File: config.mk
export PLATFORM = sky130hd
export DESIGN_NAME = nibble_serial_subtractor
export DESIGN_NICKNAME = d
export VERILOG_FILES = /design/src/rtl/nibble_serial_subtractor.sv
export SDC_FILE = /design/constraint.sdc
export NUM_CORES = 1
export LEC_CHECK = 0
export ABC_CLOCK_PERIOD_IN_PS = 4000
export CAP_MARGIN = 0
export CELL_PAD_IN_SITES_DETAIL_PLACEMENT = 0
export CELL_PAD_IN_SITES_GLOBAL_PLACEMENT = 1
export CORE_MARGIN = 2
export CORE_UTILIZATION = 40
export CTS_CLUSTER_SIZE = 30
export DETAILED_ROUTE_END_ITERATION = 10
export PLACE_DENSITY_LB_ADDON = 0.08
export SLEW_MARGIN = 20
export SYNTH_ARGS = -nofsm -noshare
export SYNTH_HDL_FRONTEND = slang
export SYNTH_SLANG_ARGS = --single-unit
File: constraint.sdc
create_clock -name clk -period 4 [get_ports clk]
set_input_delay 0.8 -clock clk [delete_from_list [all_inputs] [get_ports clk]]
set_output_delay 0.8 -clock clk [all_outputs]
set_load 0.02 [all_outputs]
File: src/rtl/nibble_serial_subtractor.sv
// nibble_serial_subtractor
//   Multi-cycle unsigned subtractor: diff = a - b - bin, one 4-bit digit per
//   clock, least-significant digit first, with the borrow rippled through a
//   register between digits. A start/done handshake lets a controller issue
//   back-to-back operations (start may be asserted in the done cycle).
//
// Parameters:
//   WIDTH   operand/result width in bits (multiple of 4, >= 4)
//
// Ports:
//   clk     clock, rising edge
//   rst_n   synchronous active-low reset
//   start   request a new operation (ignored while busy)
//   a, b    minuend / subtrahend, captured on the accepting edge
//   bin     borrow-in, captured on the accepting edge
//   busy    high while digits are being processed
//   done    one-cycle pulse, diff/bout (and ovf) valid
//   diff    (a - b - bin) mod 2^WIDTH, held until the next accepted start
//   bout    borrow-out, 1 iff a < b + bin
//   ovf     only when SUB_SIGNED_OVF_EN is defined: two's-complement
//           overflow of a - b - bin, updated together with bout
//
// Optional feature macro: SUB_SIGNED_OVF_EN

module nibble_serial_subtractor #(
    parameter int WIDTH = 16
) (
    input  logic             clk,
    input  logic             rst_n,
    input  logic             start,
    input  logic [WIDTH-1:0] a,
    input  logic [WIDTH-1:0] b,
    input  logic             bin,
    output logic             busy,
    output logic             done,
    output logic [WIDTH-1:0] diff,
    output logic             bout
`ifdef SUB_SIGNED_OVF_EN
    ,
    output logic             ovf
`endif
);

    localparam int DIGITS = WIDTH / 4;
    localparam int KW     = (DIGITS > 1) ? $clog2(DIGITS) : 1;

    typedef enum logic [1:0] {
        S_IDLE,
        S_BUSY,
        S_DONE
    } state_t;

    state_t state, state_nx;

    logic [WIDTH-1:0] a_r;
    logic [WIDTH-1:0] b_r;
    logic             borrow;
    logic [KW-1:0]    k;

    logic [KW+1:0]    idx;
    logic [3:0]       a_dig;
    logic [3:0]       b_dig;
    logic [4:0]       sub;
    logic             last;
    logic             accept;

    // Digit datapath: 5-bit two's-complement difference, bit 4 is the borrow.
    always_comb begin
        idx    = {k, 2'b00};
        a_dig  = a_r[idx +: 4];
        b_dig  = b_r[idx +: 4];
        sub    = {1'b0, a_dig} - {1'b0, b_dig} - {4'b0000, borrow};
        last   = (k == KW'(DIGITS - 1));
        accept = start && (state != S_BUSY);
    end

    always_ff @(posedge clk) begin
        if (!rst_n) begin
            state <= S_IDLE;
        end else begin
            state <= state_nx;
        end
    end

    always_comb begin
        state_nx = state;
        case (state)
            S_IDLE:  if (start) state_nx = S_BUSY;
            S_BUSY:  if (last)  state_nx = S_DONE;
            S_DONE:  state_nx = start ? S_BUSY : S_IDLE;
            default: state_nx = S_IDLE;
        endcase
    end

    assign busy = (state == S_BUSY);
    assign done = (state == S_DONE);

    always_ff @(posedge clk) begin
        if (!rst_n) begin
            a_r    <= '0;
            b_r    <= '0;
            borrow <= 1'b0;
            k      <= '0;
            diff   <= '0;
            bout   <= 1'b0;
`ifdef SUB_SIGNED_OVF_EN
            ovf    <= 1'b0;
`endif
        end else if (accept) begin
            a_r    <= a;
            b_r    <= b;
            borrow <= bin;
            k      <= '0;
        end else if (state == S_BUSY) begin
            diff[idx +: 4] <= sub[3:0];
            borrow         <= sub[4];
            // Counter returns to 0 on the final digit instead of wrapping.
            k              <= last ? '0 : k + 1'b1;
            if (last) begin
                bout <= sub[4];
`ifdef SUB_SIGNED_OVF_EN
                // sub[3] is the result MSB being written on this same edge.
                ovf  <= (a_r[WIDTH-1] != b_r[WIDTH-1]) && (sub[3] != a_r[WIDTH-1]);
`endif
            end
        end
    end

endmodule

==> impl_metrics.json, run 1 <==
{
  "status": "finished, final reports clean",
  "synth_nets": 323,
  "fin_nets": 372,
  "ys_seq_elements": 54,
  "powerDensity_mw_per_mm2": 359,
  "core_area_mm2": 0.00599,
  "area_delta_synth_final_pct": 28.4,
  "synth.most_common_cell": "nand2_1",
  "yosysWarnings": 0,
  "clock-root-buffer": "clkbuf_8",
  "tightest_slew_ps": 820,
  "pwr-share-comb_pct": 17.8,
  "cts_tree": "yes",
  "sw_frac_of_total_pct": 25.1,
  "dr.pass1.iters": 4,
  "grt_pass1_vias": 2044,
  "vias": 1974,
  "layout-drive-gt1-share_pct": 7.10,
  "gp_congestion": 0.819,
  "crit_fanout": 18,
  "vdd_drop_max_v": 0.000207,
  "via_per_inst": 4.95,
  "grt_util_all_layers_pct": 16.3,
  "period_needed_ps": 2880,
  "synth_top_flop_cell": "dfxtp_1",
  "cpPeakStageDelay_ps": 860,
  "routedWlPerCell_um": 13.2,
  "dieArea_mm2": 0.00691,
  "fillers": 603,
  "crit_required_ps": 4240,
  "worstSetupPathType": "flip-flop to flip-flop",
  "arrival_ps": 3120,
  "clock_sinks": 54,
  "ys_async_sr_fraction_pct": 0,
  "clock_latency_ps": 300,
  "p_int_mw": 0.864,
  "portBuffers": 54,
  "tns_ps": 0,
  "drc": 0,
  "p_clk_share_pct": 31.8,
  "grt_antenna_before_repair": 0,
  "cts_resized": 0,
  "grt_max_degree": 56,
  "drtIter0Drc": 54,
  "fin_crit_sh_pct": 72.0,
  "path_clk_slew_ps": 90,
  "gr-total-overflow": 0,
  "crit_chain": "mux4_2 -> inv_1 -> fa_1 -> inv_1 -> fa_1 -> xnor2_1 -> a22oi_1 -> nor2b_1",
  "fmax_mhz": 347,
  "ys_types": 33,
  "start_util_pct": 41.8,
  "slew_headroom_pct": 45.3,
  "synth_top_area_cell": "dfxtp_1",
  "syn_area_mm2": 0.00251,
  "reg2reg_setup_slack_ps": 1120,
  "htreeDepth": 2,
  "syn_area_per_cell_um2": 9.11,
  "holdWs_ps": 460,
  "ys_seq_area_share_pct": 43.1,
  "cp_slowest_cell": "dfxtp_1",
  "io_pins": 55,
  "cts_setup_buffers": 0,
  "die_w_um": 83.2,
  "start_kind": "flip-flop",
  "postRouteAntennaNets": 0,
  "synth_top_area_share_pct": 43.1,
  "ys_top_cells_by_area": "dfxtp_1 (43%), nand2_1 (11%), a21boi_0 (8.4%)",
  "wl_mm": 5.27,
  "finalHoldViolCount": 0,
  "critPathCaptureType": "flip-flop",
  "numCtsBuffers": 5,
  "row_count": 28,
  "slew_violations": 0,
  "synthTopCellsByCount": "nand2_1 (71), dfxtp_1 (54), a21boi_0 (28), inv_1 (16), nor2b_1 (14)",
  "grt_pass1_wl_mm": 9.36,
  "p_seq_share_pct": 50.4,
  "die_h_um": 83.2,
  "cap_violations": 0,
  "fin_util_pct": 53.7,
  "hp-class": "flip-flop to flip-flop",
  "rsz0062_at_grt": "no",
  "synth-edff-count": 0,
  "setup_viol": 0,
  "power.leakage_nw": 1.19,
  "fin_skew_ps": 5.00,
  "dp.final_hpwl_mm": 3.86,
  "switching_power_mw": 0.289,
  "n_antenna_cell": 0,
  "cts-hold-fix-buffers": 0,
  "synth_cells": 275,
  "clk_path_buf_depth": 2
}
[routing by layer]
metal / wire (um) / GRT usage, % / up-vias
met5: 0 / 0 / -
met4: 34 / 3.58 / 0
met3: 171 / 3.18 / 4
met2: 2570 / 29.0 / 33
met1: 2500 / 20.4 / 911
li1: - / - / 1026
[critical path: cells and delay by family, from the launching register on]
kind                       cells  cell delay (ps)
AOI/OAI and AO/OA              1              120
muxes                          1              590
DFF                            1              860
adders and majority gates      2              620
and+or+nand+nor                1              140
buffers and inverters          2              150
xor gates and xnor gates       1              340
[cells by family after synthesis]
kind of cell,Yosys count,synth area share [%]
AO/OA/AOI/OAI,60,17.1
XOR/XNOR,2,0.699
adder cells (fa/ha/maj),12,6.59
buffers and inverters,31,4.94
flip-flops,54,43.1
multiplexers,8,7.19
AND/OR/NAND/NOR,108,20.4
[cells in the final DEF (no fill, tap or decap), types with 3 or more instances in the layout]
cell type / count
a21oi_1: 5
nand3_1: 5
nor2b_1: 14
a21boi_0: 28
clkdlybuf4s50_1: 54
mux4_2: 8
inv_1: 16
ha_1: 10
clkbuf_8: 6
a21boi_1: 5
dfxtp_1: 54
buf_4: 3
a22oi_1: 10
o21ai_0: 5
and2_1: 4
nand2_1: 70
[power by group through the flow]
| stage | Clock, mW | Sequential (mW) | Combinational, mW |
|---|---|---|---|
| floorplan | 0 | 0.590 | 0.131 |
| global placement | 0 | 0.595 | 0.204 |
| detailed placement | 0 | 0.595 | 0.207 |
| CTS | 0.380 | 0.583 | 0.208 |
| global route | 0.401 | 0.586 | 0.233 |
| finish | 0.366 | 0.582 | 0.205 |
[cell type report]
| cell class | instances | area, um2 | area share, % |
|---|---|---|---|
| Timing Repair Buffer | 57 | 563 | 17.5 |
| Sequential cell | 54 | 1080 | 33.6 |
| Tap cell | 75 | 93.8 | 2.92 |
| Multi-Input combinational cell | 190 | 1310 | 40.6 |
| Inverter | 16 | 60.1 | 1.87 |
| Clock inverter | 1 | 30.0 | 0.933 |
| Clock buffer | 6 | 82.6 | 2.57 |
[state kept, by name, indices dropped and copies added, names as in the netlist]
signal / cells
borrow: 1
bout: 1
a_r: 16
state: 2
k: 2
b_r: 16
diff: 16
[final timing paths]
path | startpoint | end | depth (start not counted)
setup / recovery | k[0]$_SDFFE_PP0P_ | diff[10]$_SDFFE_PN0P_ | 8
setup reg to reg | k[0]$_SDFFE_PP0P_ | diff[10]$_SDFFE_PN0P_ | 8
hold reg to reg | diff[3]$_SDFFE_PN0P_ | diff[3]$_SDFFE_PN0P_ | 2
hold / removal | diff[3]$_SDFFE_PN0P_ | diff[3]$_SDFFE_PN0P_ | 2
[stage by stage]
step	power [mW]	instances	cell area, um2	setup slack, ps
floorplan	0.722	275	2510	1460
finish	1.15	399	3220	1120
detailed placement	0.803	392	3100	1070
global placement	0.799	392	3100	1110
global route	1.22	399	3220	805
CTS	1.17	399	3210	1050
Power figures use the tool's default switching activity.
==> run 2: changes to the inputs <==
--- a/config.mk
+++ b/config.mk
@@ -5,12 +5,12 @@
 export SDC_FILE = /design/constraint.sdc
 export NUM_CORES = 1
 export LEC_CHECK = 0
-export ABC_CLOCK_PERIOD_IN_PS = 4000
+export ABC_CLOCK_PERIOD_IN_PS = 2350
 export CAP_MARGIN = 0
 export CELL_PAD_IN_SITES_DETAIL_PLACEMENT = 0
 export CELL_PAD_IN_SITES_GLOBAL_PLACEMENT = 1
 export CORE_MARGIN = 2
-export CORE_UTILIZATION = 40
+export CORE_UTILIZATION = 34
 export CTS_CLUSTER_SIZE = 30
 export DETAILED_ROUTE_END_ITERATION = 10
 export PLACE_DENSITY_LB_ADDON = 0.08
==> constraint.sdc (replaced) <==
create_clock -name clk -period 2.35 [get_ports clk]
set_input_delay 0.47 -clock clk [delete_from_list [all_inputs] [get_ports clk]]
set_output_delay 0.47 -clock clk [all_outputs]
set_load 0.02 [all_outputs]
==> run 2 against run 1 <==
Effect of this change: routed wire length increased by 7.8%; clock skew is 2.1 ps higher; worst setup slack got worse by 1100 ps; final cell count increased by 8.8%; fmax grew 25%; sequential share of layout area is 1.2 points lower; sequential cell count is the same; combinational power is 100% higher.
==> impl_metrics.json, run 2 (same netlist as run 1, synthesis figures left out) <==
{
  "path_delay_family": "multiplexers",
  "worst-path-stages": 11,
  "slew_headroom_pct": 68.4,
  "gr-total-overflow": 0,
  "dpl_worst_slack_ps": -35.6,
  "cpPeakStageDelay_ps": 500,
  "worstSetupPathType": "flip-flop to flip-flop",
  "crit_fanout": 6,
  "rsz0062_at_grt": "yes",
  "dr.pass1.iters": 6,
  "start_kind": "flip-flop",
  "r2r_start": "k[0]$_SDFFE_PP0P_",
  "portBuffers": 54,
  "slew_violations": 0,
  "vias": 1996,
  "die_w_um": 89.9,
  "crit_chain": "buf_4 -> mux4_2 -> inv_2 -> ha_1 -> inv_1 -> ha_4 -> nor2b_2 -> a21boi_2 -> a311oi_2 -> buf_4 -> o21ai_0",
  "finalHoldViolCount": 0,
  "dieArea_mm2": 0.00807,
  "clk_path_buf_depth": 2,
  "htreeDepth": 2,
  "critPathCapture": "diff[15]$_SDFFE_PN0P_",
  "clock_latency_ps": 310,
  "postRouteAntennaNets": 0,
  "hp-start": "diff[3]$_SDFFE_PN0P_",
  "final_cell_mix": "nand2_1 (71), clkdlybuf4s50_1 (54), dfxtp_1 (52)",
  "worst_slack_ps": 51.8,
  "die_h_um": 89.9,
  "cts_tree": "yes",
  "dp.final_hpwl_mm": 4.14,
  "core_area_mm2": 0.00718,
  "fin_skew_ps": 7.07,
  "fmax_mhz": 435,
  "drtIter0Drc": 68,
  "clock-root-buffer": "clkbuf_8",
  "grt_max_degree": 55,
  "powerDensity_mw_per_mm2": 580,
  "drc": 0,
  "arrival_ps": 2510,
  "cts-hold-fix-buffers": 0,
  "grt_pass1_wl_mm": 9.48,
  "numCtsBuffers": 5,
  "status": "finished, final reports clean",
  "layout-drive-gt1-share_pct": 13.4,
  "path_clk_slew_ps": 100,
  "grt_pass1_vias": 1936,
  "grt_antenna_before_repair": 0,
  "critPathCaptureType": "flip-flop",
  "reg_top3": "a_r: 16 flops, b_r: 16 flops, diff: 16 flops",
  "period_needed_ps": 2300,
  "wl_mm": 5.68,
  "tightest_slew_ps": 473,
  "hp-class": "flip-flop to flip-flop",
  "row_count": 31,
  "reg2reg_setup_slack_ps": 50,
  "final_common_cell": "nand2_1",
  "area_delta_synth_final_pct": 33.9,
  "fin_crit_sh_pct": 97.8,
  "gp_congestion": 0.779,
  "timing.critical_path.mode_cell": "buf_4",
  "cp_slowest_cell": "mux4_2",
  "tns_ps": 0,
  "grt_util_all_layers_pct": 14.4,
  "routedWlPerCell_um": 13.1,
  "clock_sinks": 54,
  "via_per_inst": 4.60,
  "vdd_drop_max_v": 0.000222,
  "fin_nets": 382,
  "n_antenna_cell": 0,
  "start_util_pct": 34.9,
  "reg2regPathDepth": 11,
  "r2r-end": "diff[15]$_SDFFE_PN0P_",
  "io_pins": 55,
  "crit_required_ps": 2560,
  "crit_buf_inv": 4,
  "setup_viol": 0,
  "critPathLaunch": "k[0]$_SDFFE_PP0P_",
  "power.leakage_nw": 1.24,
  "cap_violations": 0
}
run 2: how the worst min path moves through the flow:
stage / depth (start not counted) / slack [ps] / end
3_5_place_dp: 2 / 450 / diff[3]$_SDFFE_PN0P_
6_report: 2 / 460 / diff[3]$_SDFFE_PN0P_
4_1_cts: 2 / 470 / diff[3]$_SDFFE_PN0P_
5_1_grt: 2 / 480 / diff[7]$_SDFFE_PN0P_
3_3_place_gp: 2 / 450 / b_r[13]$_SDFFE_PN0P_
2_1_floorplan: 2 / 430 / a_r[10]$_SDFFE_PN0P_
run 2: timing repair:
action,in CTS,in global routing
setup endpoints to repair,10,14
setup buffers,0,1
resized for setup,3,12
run 2: where the power goes:
| group | total, mW | internal, mW | leakage [nW] | switching, mW |
|---|---|---|---|---|
| Combinational | 0.417 | 0.213 | 0.745 | 0.204 |
| Clock | 0.545 | 0.239 | 0.0482 | 0.306 |
| Sequential | 0.986 | 0.959 | 0.442 | 0.0267 |
| Total | 1.95 | 1.41 | 1.24 | 0.537 |
run 2: area by class of cell:
type / instances / area, um2
flip-flops and latches: 54 / 1090
repair buffers: 67 / 654
fillers: 717 / 3820
clock buffers: 7 / 86.3
multi-input cells: 190 / 1340
well taps: 99 / 124
inverters: 16 / 60.1
clock inverters: 1 / 5.00
run 2: tightest hold or removal path, stage by stage, from the launching register on:
cell and delay [ps]:
dfxtp_1 320, nand3_1 60, o21ai_1 50
run 2: stage by stage:
stage                     util, %  cells  area, um2  power, mW  hold slack [ps]
final                        46.8    434       3360       1.95              463
after global routing         46.8    434       3360       2.05              479
after CTS                    46.2    433       3310       1.95              466
after detailed placement     44.8    425       3210       1.40              452
after global placement       44.8    425       3210       1.40              450
after floorplan                 -    275       2520       1.23              432
run 2: metal layers:
metal	share of wire, %	vias to the layer above	GRT usage [%]
met5	0	-	0
met4	1.5	0	4.74
met3	3.4	9	3.52
met2	48	35	24.9
met1	47	905	17.7
li1	-	1047	-
